===== src/rtl/gobang_sound_pkg.sv =====
// Shared types and constants for the sound sequencer: FSM states, ROM word layout, clip length.
package gobang_sound_pkg;

  typedef enum logic [2:0] {
    S_IDLE,
    S_FETCH,
    S_LOAD,
    S_PLAY,
    S_FIN
  } state_t;

  localparam int PERIOD_MSB = 15;
  localparam int PERIOD_LSB = 8;
  localparam int DUR_MSB    = 7;
  localparam int DUR_LSB    = 0;
  localparam int CLIP_LEN   = 16;

  // A zero duration on a sounding note still plays one tick.
  function automatic logic [7:0] eff_dur(input logic [7:0] d);
    return (d == 8'd0) ? 8'd1 : d;
  endfunction

endpackage


===== src/rtl/tone_gen.sv =====
// Square-wave generator: toggles tone every period*PERIOD_UNIT cycles while enabled; period 0 is a rest.
module tone_gen #(
  parameter int PERIOD_UNIT = 64
) (
  input  logic       clk,
  input  logic       rst_n,
  input  logic       en,
  input  logic [7:0] period,
  output logic       tone
);
  localparam int HPW = 8 + $clog2(PERIOD_UNIT);

  logic [HPW-1:0] hp_cnt;
  logic [HPW-1:0] hp_last;

  assign hp_last = HPW'(period) * HPW'(PERIOD_UNIT) - HPW'(1);

  // Dropping en forces tone low at the same edge, so a note never ends high.
  always_ff @(posedge clk) begin
    if (!rst_n) begin
      hp_cnt <= '0;
      tone   <= 1'b0;
    end else if (!en || period == 8'd0) begin
      hp_cnt <= '0;
      tone   <= 1'b0;
    end else if (hp_cnt == hp_last) begin
      hp_cnt <= '0;
      tone   <= ~tone;
    end else begin
      hp_cnt <= hp_cnt + 1'b1;
    end
  end

endmodule


===== src/rtl/sound_player.sv =====
// Clip sequencer: walks up to 16 ROM words of a clip and plays each as a square-wave note.
// Optional feature macro SOUND_PLAYER_LOOP_EN adds a 'loop' input that restarts the clip at its end.
module sound_player
  import gobang_sound_pkg::*;
#(
  parameter int TICK_DIV    = 100000,
  parameter int PERIOD_UNIT = 64
) (
  input  logic        clk,
  input  logic        rst_n,
  input  logic        start,
  input  logic [1:0]  clip_sel,
  input  logic        stop,
`ifdef SOUND_PLAYER_LOOP_EN
  input  logic        loop,
`endif
  output logic [5:0]  rom_addr,
  input  logic [15:0] rom_data,
  output logic        busy,
  output logic        done,
  output logic        tone
);
  localparam int TW = (TICK_DIV > 1) ? $clog2(TICK_DIV) : 1;

  state_t        state, state_n;
  logic [1:0]    clip_q;
  logic [3:0]    step;
  logic [7:0]    period, dur, dur_cnt;
  logic [TW-1:0] tick_cnt;
  logic          tick_last, note_end, clip_end, loop_on, playing;

`ifdef SOUND_PLAYER_LOOP_EN
  assign loop_on = loop;
`else
  assign loop_on = 1'b0;
`endif

  always_comb begin
    tick_last = (tick_cnt == TW'(TICK_DIV - 1));
    note_end  = (state == S_PLAY) && tick_last && (dur_cnt == dur - 8'd1);
    clip_end  = ((state == S_LOAD) && (rom_data == 16'h0000)) ||
                (note_end && (step == 4'(CLIP_LEN - 1)));
    state_n   = state;
    unique case (state)
      S_IDLE:  if (start) state_n = S_FETCH;
      S_FETCH: state_n = S_LOAD;
      S_LOAD:  state_n = clip_end ? (loop_on ? S_FETCH : S_FIN) : S_PLAY;
      S_PLAY:  if (note_end) state_n = (clip_end && !loop_on) ? S_FIN : S_FETCH;
      S_FIN:   state_n = S_IDLE;
      default: state_n = S_IDLE;
    endcase
    // FIN always drains to IDLE so done stays a single-cycle pulse.
    if (stop && state != S_IDLE && state != S_FIN) state_n = S_FIN;
    playing = (state == S_PLAY) && (state_n == S_PLAY);
  end

  always_ff @(posedge clk) begin
    if (!rst_n) begin
      state    <= S_IDLE;
      clip_q   <= '0;
      step     <= '0;
      period   <= '0;
      dur      <= '0;
      tick_cnt <= '0;
      dur_cnt  <= '0;
    end else begin
      state <= state_n;
      if (playing) begin
        tick_cnt <= tick_last ? '0 : tick_cnt + 1'b1;
        if (tick_last) dur_cnt <= dur_cnt + 8'd1;
      end else begin
        tick_cnt <= '0;
        dur_cnt  <= '0;
      end
      if (state == S_IDLE && state_n == S_FETCH) begin
        clip_q <= clip_sel;
        step   <= '0;
      end else if (state_n == S_FETCH) begin
        step <= clip_end ? 4'd0 : step + 4'd1;
      end
      if (state == S_LOAD && state_n == S_PLAY) begin
        period <= rom_data[PERIOD_MSB:PERIOD_LSB];
        dur    <= eff_dur(rom_data[DUR_MSB:DUR_LSB]);
      end
    end
  end

  assign rom_addr = {clip_q, step};
  assign busy     = (state != S_IDLE);
  assign done     = (state == S_FIN);

  tone_gen #(.PERIOD_UNIT(PERIOD_UNIT)) u_tone (
    .clk    (clk),
    .rst_n  (rst_n),
    .en     (playing),
    .period (period),
    .tone   (tone)
  );

endmodule


===== config.mk =====
export PLATFORM = sky130hd
export DESIGN_NAME = sound_player
export DESIGN_NICKNAME = d
export VERILOG_FILES = /design/src/rtl/gobang_sound_pkg.sv /design/src/rtl/tone_gen.sv /design/src/rtl/sound_player.sv
export SDC_FILE = /design/constraint.sdc
export NUM_CORES = 1
export LEC_CHECK = 0
export CELL_PAD_IN_SITES_DETAIL_PLACEMENT = 0
export CELL_PAD_IN_SITES_GLOBAL_PLACEMENT = 1
export CORE_MARGIN = 4
export CORE_UTILIZATION = 49
export CTS_BUF_LIST = sky130_fd_sc_hd__clkbuf_2 sky130_fd_sc_hd__clkbuf_4 sky130_fd_sc_hd__clkbuf_8
export CTS_CLUSTER_DIAMETER = 60
export DETAILED_ROUTE_END_ITERATION = 10
export GPL_ROUTABILITY_DRIVEN = 0
export PLACE_DENSITY_LB_ADDON = 0.3
export SYNTH_ARGS = -nofsm -noshare
export SYNTH_HDL_FRONTEND = slang
export SYNTH_HIERARCHICAL = 1
export SYNTH_SLANG_ARGS = --single-unit

===== constraint.sdc =====
create_clock -name clk -period 4.5 [get_ports clk]
set_input_delay 1.35 -clock clk [delete_from_list [all_inputs] [get_ports clk]]
set_output_delay 1.35 -clock clk [all_outputs]
set_load 0.05 [all_outputs]

* Yosys cells after proc, flatten, opt, wreduce, memory -nomap -nowiden
Index checks and enable logic that the tools add are counted.
** Storage, ports and cells
- Output and inout port bits :: 9
- Bits in registers :: 65
- ROM bits :: 0
- Memories kept :: 0
- Memory bits (writable) :: 0
- Latch bits :: 0
** Operators by class
- Eq/ne operators :: 11
- Multiply operators :: 0
- $lt $le $gt $ge :: 0
- Reduce and logical (&&, ||, !) cells :: 22
- Bitwise gates (word level) :: 3
- Add/subtract/negate cells :: 6
- Multiplexer cells :: 8
- Shifts and indexed selects :: 0
- Div/mod/pow operators :: 0
** Operators with widths (count)
- 17-bit by 1-bit adder with 17-bit output (second input constant) :: 1
- 17-bit equality test (second input constant) :: 1
- 16-bit zero test :: 1
- 8-bit zero test :: 2
- 3-bit 2-to-1 mux :: 5
- 14-bit by 1-bit adder with 14-bit output (second input constant) :: 1
- 14-bit equality test :: 1
- 14-bit by 1-bit subtractor with 14-bit output (second input constant) :: 1
- 3-bit case mux with 4 select lines :: 1
- 3-bit by 2-bit equality test with 1-bit output (second input constant) :: 3
- 1-bit logical AND :: 9
- 8-bit by 1-bit adder with 8-bit output (second input constant) :: 1
- 8-bit equality test :: 1
- 8-bit 2-to-1 mux :: 1
- 8-bit by 1-bit subtractor with 8-bit output (second input constant) :: 1
- 3-bit by 1-bit equality test with 1-bit output (second input constant) :: 2
- 3-bit OR reduction :: 2
- 4-bit by 1-bit adder with 4-bit output (second input constant) :: 1
- 4-bit equality test (second input constant) :: 1
- 4-bit 2-to-1 mux :: 1
- 2-bit OR reduction :: 2
- 3-bit equality test (second input constant) :: 1
- 3-bit zero test :: 1
- 3-bit inequality test (second input constant) :: 1
- 5 further kinds :: 8

* Logic depth before layout (Yosys ltp)
Gate-level depths: netlist of the first run.
- Word-level depth :: 14
- Depth in mapped cells :: 13

* Hierarchy
Netlist of the first run, hierarchy kept.
** Modules (own cells, without submodules)
- sound_player :: cells an instance 281, area each 2573.7 um^2, instances 1
- tone_gen :: cells an instance 105, area each 925.9 um^2, instances 1

* Least setup slack after synthesis of the first run
No wires, ideal clock.
- Path kind :: in2reg
- Start point :: in rom_data[4]
- End point :: reg dur[7]
- Buffers on the path :: 1
- Setup time :: 0.116 ns
- Path slack :: 1.423 ns
- Arrival time :: 2.960 ns
- Cell stages on the path :: 8
- Cells stage by stage :: nor4_1 nand4_1 or2_2 nand3b_1 nor2_1 clkbuf_1 mux2i_1 nor2b_1
** On the way
- Longest elaborated chain between the ends :: 9
- Elaborated cells between the ends (all ways) :: 12
- Those cells by class :: eq/ne (1); mux (6); reduce/logical (5)
** Ends and longest elaborated chain
- start: declaration :: line sound_player.sv:18 : input logic [15:0] rom_data,
- 16-bit zero test :: line sound_player.sv:41 : clip_end = ((state == S_LOAD) && (rom_data == 16'h0000)) ||
- 1-bit logical AND :: line sound_player.sv:41
- 1-bit logical OR :: line sound_player.sv:41
- 3-bit 2-to-1 mux (2 in series) :: line sound_player.sv:48 : S_PLAY: if (note_end) state_n = (clip_end && !loop_on) ? S_FIN : S_FETCH;
- 3-bit case mux with 4 select lines :: line sound_player.sv:44 : unique case (state)
- 3-bit 2-to-1 mux :: line sound_player.sv:53 : if (stop && state != S_IDLE && state != S_FIN) state_n = S_FIN;
- 3-bit by 2-bit equality test with 1-bit output :: line sound_player.sv:81 : if (state == S_LOAD && state_n == S_PLAY) begin
- 1-bit logical AND :: line sound_player.sv:81
- end signal: assignment :: line sound_player.sv:83 : dur <= eff_dur(rom_data[DUR_MSB:DUR_LSB]);
- end: declaration :: line sound_player.sv:28 : logic [7:0] period, dur, dur_cnt;
Parallel ways exist; a longest one is shown, timed or not.
A chain may end at the register's enable or synchronous reset.

* Worst setup path in the final report of the first run
- Start point :: in rom_data[9]
- End point :: reg u_tone.hp_cnt[8]
** On the way
- Longest elaborated chain between the ends :: 12
- Elaborated cells between the ends (all ways) :: 13
- Those cells by class :: eq/ne (1); mux (5); reduce/logical (7)
** Ends and longest elaborated chain
- 16-bit zero test (*) :: line sound_player.sv:41
- 1-bit logical AND (*) :: line sound_player.sv:41
- 1-bit logical OR (*) :: line sound_player.sv:41
- 3-bit 2-to-1 mux (2 in series) :: line sound_player.sv:48
- 3-bit case mux with 4 select lines (*) :: line sound_player.sv:44
- 3-bit 2-to-1 mux (*) :: line sound_player.sv:53
- 3-bit by 2-bit equality test with 1-bit output (*) :: line sound_player.sv:54 : playing = (state == S_PLAY) && (state_n == S_PLAY);
- 1-bit logical AND (*) :: line sound_player.sv:54
- named net playing :: line sound_player.sv:30 : logic tick_last, note_end, clip_end, loop_on, playing;
- 1-bit zero test (*) :: line tone_gen.sv:23 : end else if (!en || period == 8'd0) begin
- 1-bit logical OR (*) :: line tone_gen.sv:23
- 3-bit OR reduction (no source line) (*)
- end signal: assignment :: line tone_gen.sv:30 : hp_cnt <= hp_cnt + 1'b1;
- end: declaration :: line tone_gen.sv:13 : logic [HPW-1:0] hp_cnt;
The timed path passes the listed nets; every way through them passes the cells marked *.

==> results of run 1 <==
-- metal layers --
layer  up-vias  GRT usage
li1       1410          -
met4         0     0.0792
met5         -          0
met2        39      0.269
met1      1294      0.219
met3        13     0.0504
-- state kept, by name (all words and copies together), names as in the netlist --
signal         cells
period             8
u_tone/tone        1
step               4
dur_cnt            8
u_tone/hp_cnt     14
dur                8
state              3
clip_q             2
tick_cnt          17
-- worst max-delay path: stages --
cell and delay (ns):
clkdlybuf4s50_1 0.42, nor4_1 0.52, nand4_1 0.18, or2_2 0.35
nand3b_1 0.16, or3b_1 0.15, nor2_1 0.04, nand3_1 0.23
buf_4 0.23, nor3_1 0.07
-- worst min-delay path by stage --
stage,from,end,slack [ns],cells past startpoint
final,u_tone/hp_cnt[0],u_tone/hp_cnt[0],0.46,1
after global routing,u_tone/hp_cnt[0],u_tone/hp_cnt[0],0.48,1
after CTS,u_tone/hp_cnt[0],u_tone/hp_cnt[0],0.46,1
after detailed placement,u_tone/hp_cnt[0],u_tone/hp_cnt[0],0.46,1
after global placement,u_tone/hp_cnt[0],u_tone/hp_cnt[0],0.44,1
after floorplan,u_tone/hp_cnt[0],u_tone/hp_cnt[0],0.43,1
-- layout by cell type, fill, tap and decap left out, types with 2 or more instances in the layout --
| master | instances |
|---|---|
| xor2_1 | 31 |
| and2_1 | 4 |
| or3_1 | 4 |
| nand3_1 | 19 |
| nand2_1 | 27 |
| and4_1 | 5 |
| bufinv_16 | 2 |
| nor3_2 | 3 |
| o211ai_1 | 2 |
| a21oi_1 | 4 |
| nor3_1 | 26 |
| dfxtp_1 | 65 |
| nand4_1 | 12 |
| nor3b_1 | 6 |
| o21ai_0 | 5 |
| ha_1 | 7 |
| nor4_1 | 5 |
| clkdlybuf4s50_1 | 30 |
| inv_1 | 9 |
| xnor2_1 | 23 |
| nor2_1 | 33 |
| and3_1 | 3 |
| nor2b_1 | 18 |
| or2_2 | 3 |
| buf_4 | 4 |
| a21boi_0 | 2 |
| nand3b_1 | 5 |
| mux2i_1 | 16 |
| clkbuf_8 | 12 |
-- kinds of logic after synthesis --
| group | share of synthesized area |
|---|---|
| and+or+nand+nor | 0.303 |
| buffers and inverters | 0.0350 |
| AOI/OAI and AO/OA | 0.0697 |
| muxes | 0.0490 |
| DFF | 0.372 |
| xor gates and xnor gates | 0.146 |
| adders and majority gates | 0.0250 |
-- cell type report --
| cell class | instances | area share |
|---|---|---|
| timing repair buffer | 34 | 0.0806 |
| sequential | 65 | 0.318 |
| tap | 96 | 0.0293 |
| multi-input combinational | 297 | 0.507 |
| clock inverter | 2 | 0.0147 |
| clock buffer | 13 | 0.0422 |
| inverter | 9 | 0.00825 |
-- power groups by stage --
stage	Combinational, mW	Sequential [mW]	Clock (mW)
floorplan	0.139	0.628	0
global placement	0.204	0.625	0
detailed placement	0.207	0.625	0
CTS	0.207	0.612	0.596
global route	0.226	0.615	0.623
finish	0.207	0.612	0.579
==> results by group, run 1 <==
CTS
  – Clock sinks: 65
  – Clk Latency, worst-skew pair: 0.35 ns
  – Num CTS Buffers: 9
  – Clk buf depth: 2
  – Cts hold-fix bufs: 0
  – Root buf cell: clkbuf_8
  – Clk slew on worst S/H paths: 0.06 ns
  – # resized after CTS: 0
  – CTS tree: built
  – H-tree levels: 3
  – Setup Buffers After CTS: 0

Worst setup path
  – Nature of the critical path endpoint: flop
  – Startpoint Class: input port
  – Crit path to: u_tone/hp_cnt[8]
  – CP Max Fanout: 9
  – R2r worst-path depth: 11
  – R2R Setup Slk: 1.42 ns
  – Reg2reg start: dur[0]
  – CP Data Required Time: 4.70 ns
  – CP arrival: 3.69 ns
  – Critical R2R Capture: u_tone/hp_cnt[8]
  – Crit path kind: input port to flop
  – Worst setup path start: rom_data[9]

Synth
  – Syn nets: 415
  – Register area share after synthesis: 0.372
  – Biggest area consumer among synthesized cells: dfxtp_1
  – Async S/R FF share, synth: 0
  – Synth Cell Area: 3500 um^2
  – Post-synth top flop: dfxtp_1
  – Synth top cells by count: dfxtp_1 (65), nor2_1 (34), xor2_1 (31)
  – Main area contributors after synthesis: dfxtp_1 (37%), xor2_1 (7.8%), xnor2_1 (5.8%)
  – Mapped Cells: 386
  – EDFF count, synth: 0
  – Top cell type's share of synthesized area: 0.372
  – Mean post-synth cell area: 9.07 um^2
  – Yosys synthesis warning count: 6
  – Synth cell types: 63
  – Yosys reg bits: 65
  – Most frequent cell after synthesis: dfxtp_1

Finish
  – Final Non-Filler Cells: 516
  – Antenna diodes: 0
  – Multi-input gate area: 2080 um^2
  – Filler cells: 642
  – Layout cells sized above 1: 0.0905
  – Final Instance Area: 4100 um^2
  – Layout Utilization: 0.596
  – FF/Latch Area: 1300 um^2
  – Area Overhead vs Synth: 17.1%
  – Final nets: 445

Routing
  – Drt initial violations: 81
  – Highest Signal Layer: met4
  – Vias post-DR: 2756
  – Drt pass-1 iters: 4
  – Wire length on met1: 3470 um
  – DRC: 0
  – Met3 WL: 239 um
  – DRT antenna net count: 0
  – Vias per std cell: 5.34
  – Avg WL per Cell: 13.7 um
  – Routed wire length: 7070 um
  – WL met2: 3210 um

STA
  – Hold slack: 0.460 ns
  – Final worst slack: 1.00 ns
  – Slew @ Worst Pin: 1.06 ns
  – Clock skew: 0.00789 ns
  – Slew Viols, Final: 0
  – Period Utilization, post-route: 0.777
  – Tmin final: 3.50 ns
  – FMAX: 286 MHz
  – RSZ-0062 raised after global routing: no
  – Final setup viols: 0
  – Final hold viol count: 0
  – Slew margin rel.: 0.294
  – Setup TNS: 0 ns

GRT
  – Global-route wire length before repair: 11800 um
  – Largest net degree at the start of global routing: 26
  – Initial antenna violation count: 0
  – GR Util All Layers: 0.173
  – Total grt overflow: 0
  – Vias in the first global route: 2587

Die
  – Row Count: 30
  – Core area: 6870 um^2
  – I/O pin count: 31
  – Die area: 8560 um^2
  – Starting density of the core: 0.509
  – Die extent in x: 92.5 um
  – Die height: 92.5 um

Place
  – Port bufs: 30
  – Pre-CTS WS: 0.690 ns
  – Post-DP Area: 3860 um^2
  – HPWL Detailed: 5170 um
  – Placed cell count: 501

Power
  – Comb pwr share: 0.148
  – Clk pwr share: 0.414
  – Switching share of total power: 0.254
  – NetSw: 355 uW
  – Sequential power share: 0.438
  – Pwr Density: 341 nW/um^2
  – Total power: 1.40 mW
  – Maximum vdd drop: 0.000141 V
  – Internal power: 1.04 mW
  – Leakage Power: 1.39 nW

Flow run
  – Max Cap Violations: 0

Run status
  – Outcome: finished, final reports clean

Hold path
  – Worst min path class: flop to flop
No activity file was read; power rests on OpenSTA's default activity.
==> run 2, diff against run 1 <==
- CORE_UTILIZATION: 49 -> 41
- clock period: 4.5 -> 3.15 ns (I/O delays scaled with it)
==> run 2 against run 1 <==
Die area rose by 18%. Worst hold slack is essentially flat. Count of clock-buffer cells in the layout is 2 lower. Cell area increased by 3.5%. First-iteration DRC count decreased by 17%. Combinational power is 50% higher. Non-clock buffer count up 14. Critical endpoint is now step[3].
==> results by group, run 2 (synthesis gave the netlist of run 1 again) <==
Run status
  – Outcome: finished, final reports clean (unchanged)

Finish
  – Most common cell after layout, fill and taps aside: dfxtp_1 (unchanged)
  – Area Overhead vs Synth: 21.2% (was 17.1%)
  – Largest regs: tick_cnt (17), u_tone/hp_cnt (14) (unchanged)
  – Final nets: 459 (was 445)
  – Layout cells sized above 1: 0.122 (was 0.0905)
  – Most frequent cells in the layout: dfxtp_1 (65), nor2_1 (33), xor2_1 (31) (unchanged)
  – Antenna diodes: 0 (unchanged)
  – Max FFs per register: 17 (unchanged)
  – Largest Register: tick_cnt (unchanged)
  – Filler cells: 828 (was 642)
  – Final Instance Area: 4240 um^2 (was 4100 um^2)

STA
  – Hold slack: 0.460 ns (about the same)
  – Tmin final: 3.00 ns
  – Clock skew: 0.00741 ns (was 0.00789 ns)
  – FMAX: 334 MHz
  – Final hold viol count: 0 (unchanged)
  – Period Utilization, post-route: 0.952
  – Slew Viols, Final: 0 (unchanged)
  – RSZ-0062 raised after global routing: no (unchanged)
  – Slew margin rel.: 0.466 (was 0.294)
  – Slew @ Worst Pin: 0.801 ns (was 1.06 ns)
  – Final setup viols: 0 (unchanged)
  – Setup TNS: 0 ns (unchanged)

GRT
  – Largest net degree at the start of global routing: 26 (unchanged)
  – GR Util All Layers: 0.157 (was 0.173)
  – Global-route wire length before repair: 12700 um (was 11800 um)
  – Vias in the first global route: 2675 (was 2587)
  – Total grt overflow: 0 (unchanged)
  – Initial antenna violation count: 0 (unchanged)

Die
  – Core area: 8260 um^2 (was 6870 um^2)
  – Starting density of the core: 0.424 (was 0.509)
  – Die extent in x: 100 um (was 92.5 um)
  – Die area: 10100 um^2 (was 8560 um^2)
  – I/O pin count: 31 (unchanged)
  – Die height: 100 um (was 92.5 um)
  – Row Count: 33 (was 30)

CTS
  – CTS tree: built (unchanged)
  – Cts hold-fix bufs: 0 (unchanged)
  – Setup Buffers After CTS: 0 (unchanged)
  – Clock sinks: 65 (unchanged)
  – Num CTS Buffers: 9 (unchanged)
  – H-tree levels: 3 (unchanged)
  – Root buf cell: clkbuf_8 (unchanged)
  – # resized after CTS: 0 (unchanged)
  – Clk buf depth: 2 (unchanged)
  – Clk Latency, worst-skew pair: 0.33 ns (was 0.35 ns)
  – Clk slew on worst S/H paths: 0.07 ns (was 0.06 ns)

Worst setup path
  – Startpoint Class: input port (unchanged)
  – CP Max Fanout: 7 (was 9)
  – Critical R2R Capture: step[3] (was u_tone/hp_cnt[8])
  – CP Data Required Time: 3.37 ns (was 4.70 ns)
  – R2r worst-path depth: 9 (was 11)
  – Nature of the critical path endpoint: flop (unchanged)
  – CP arrival: 3.22 ns (was 3.69 ns)
  – R2R Setup Slk: 0.29 ns (was 1.42 ns)
  – Reg2reg start: dur[0] (unchanged)
  – Crit path kind: input port to flop (unchanged)

Hold path
  – Worst hold stages: 2 (was 1)
  – Worst hold path endpoint: clip_q[0] (was u_tone/hp_cnt[0])
  – Worst min path class: flop to flop (unchanged)
  – Hold Startpoint: clip_q[0] (was u_tone/hp_cnt[0])

Power
  – Pwr Density: 485 nW/um^2 (was 341 nW/um^2)
  – Leakage Power: 1.47 nW (was 1.39 nW)
  – Maximum vdd drop: 0.000209 V (was 0.000141 V)

Routing
  – Vias post-DR: 2753 (was 2756)
  – DRC: 0 (unchanged)
  – Avg WL per Cell: 13.6 um (was 13.7 um)
  – Vias per std cell: 5.10 (was 5.34)
  – Routed wire length: 7370 um (was 7070 um)
  – Drt pass-1 iters: 6 (was 4)
  – Drt initial violations: 67 (was 81)
  – DRT antenna net count: 0 (unchanged)

Place
  – Post-DP Area: 3990 um^2 (was 3860 um^2)
  – Port bufs: 30 (unchanged)
  – HPWL Detailed: 5410 um (was 5170 um)

Flow run
  – Max Cap Violations: 0 (unchanged)
==> run 2: layer usage <==
metal  part of all wire  GRT usage
met5                  0          0
met4              0.017     0.0560
met3              0.029     0.0354
met2               0.45      0.238
met1               0.50      0.217
==> run 2: per-stage QoR <==
stage          power, mW   util  cells  worst slack [ns]
4_1_cts             2.09  0.513    540             0.263
6_report            2.06  0.513    540             0.152
3_3_place_gp        1.20  0.483    524           -0.0401
5_1_grt             2.16  0.513    540            0.0120
2_1_floorplan       1.10      -    386             0.373
3_5_place_dp        1.20  0.483    524           -0.0783
==> run 2: report_power, final <==
group | switching, mW | internal, mW
clock network | 0.321 | 0.555
registers | 0.0295 | 0.843
logic | 0.167 | 0.142
total | 0.518 | 1.54
==> run 2: area by class of cell <==
class	instances	area, um^2	area share
sequential	65	1300	0.307
timing repair buffer	48	448	0.106
tap	105	131	0.0310
inverter	9	33.8	0.00797
multi-input combinational	297	2080	0.490
clock buffer	11	145	0.0342
clock inverter	5	103	0.0242
==> run 2: worst max path at each step <==
stage	startpoint	endpoint	slack, ns	cells after the start
after detailed placement	rom_data[9]	step[2]	-0.08	10
after CTS	rom_data[9]	step[3]	0.26	10
after floorplan	dur[0]	u_tone/hp_cnt[12]	0.37	12
after global placement	rom_data[9]	step[0]	-0.04	10
after global routing	rom_data[9]	step[3]	0.01	10
final	rom_data[9]	step[3]	0.15	10
==> run 2: critical path: stages <==
cell,delay (ns)
clkdlybuf4s50_1,0.42
nor4_1,0.59
nand4_1,0.20
or2_2,0.32
nand3b_1,0.11
buf_4,0.13
a22oi_1,0.07
nand3b_1,0.23
or3_1,0.15
a21oi_1,0.06
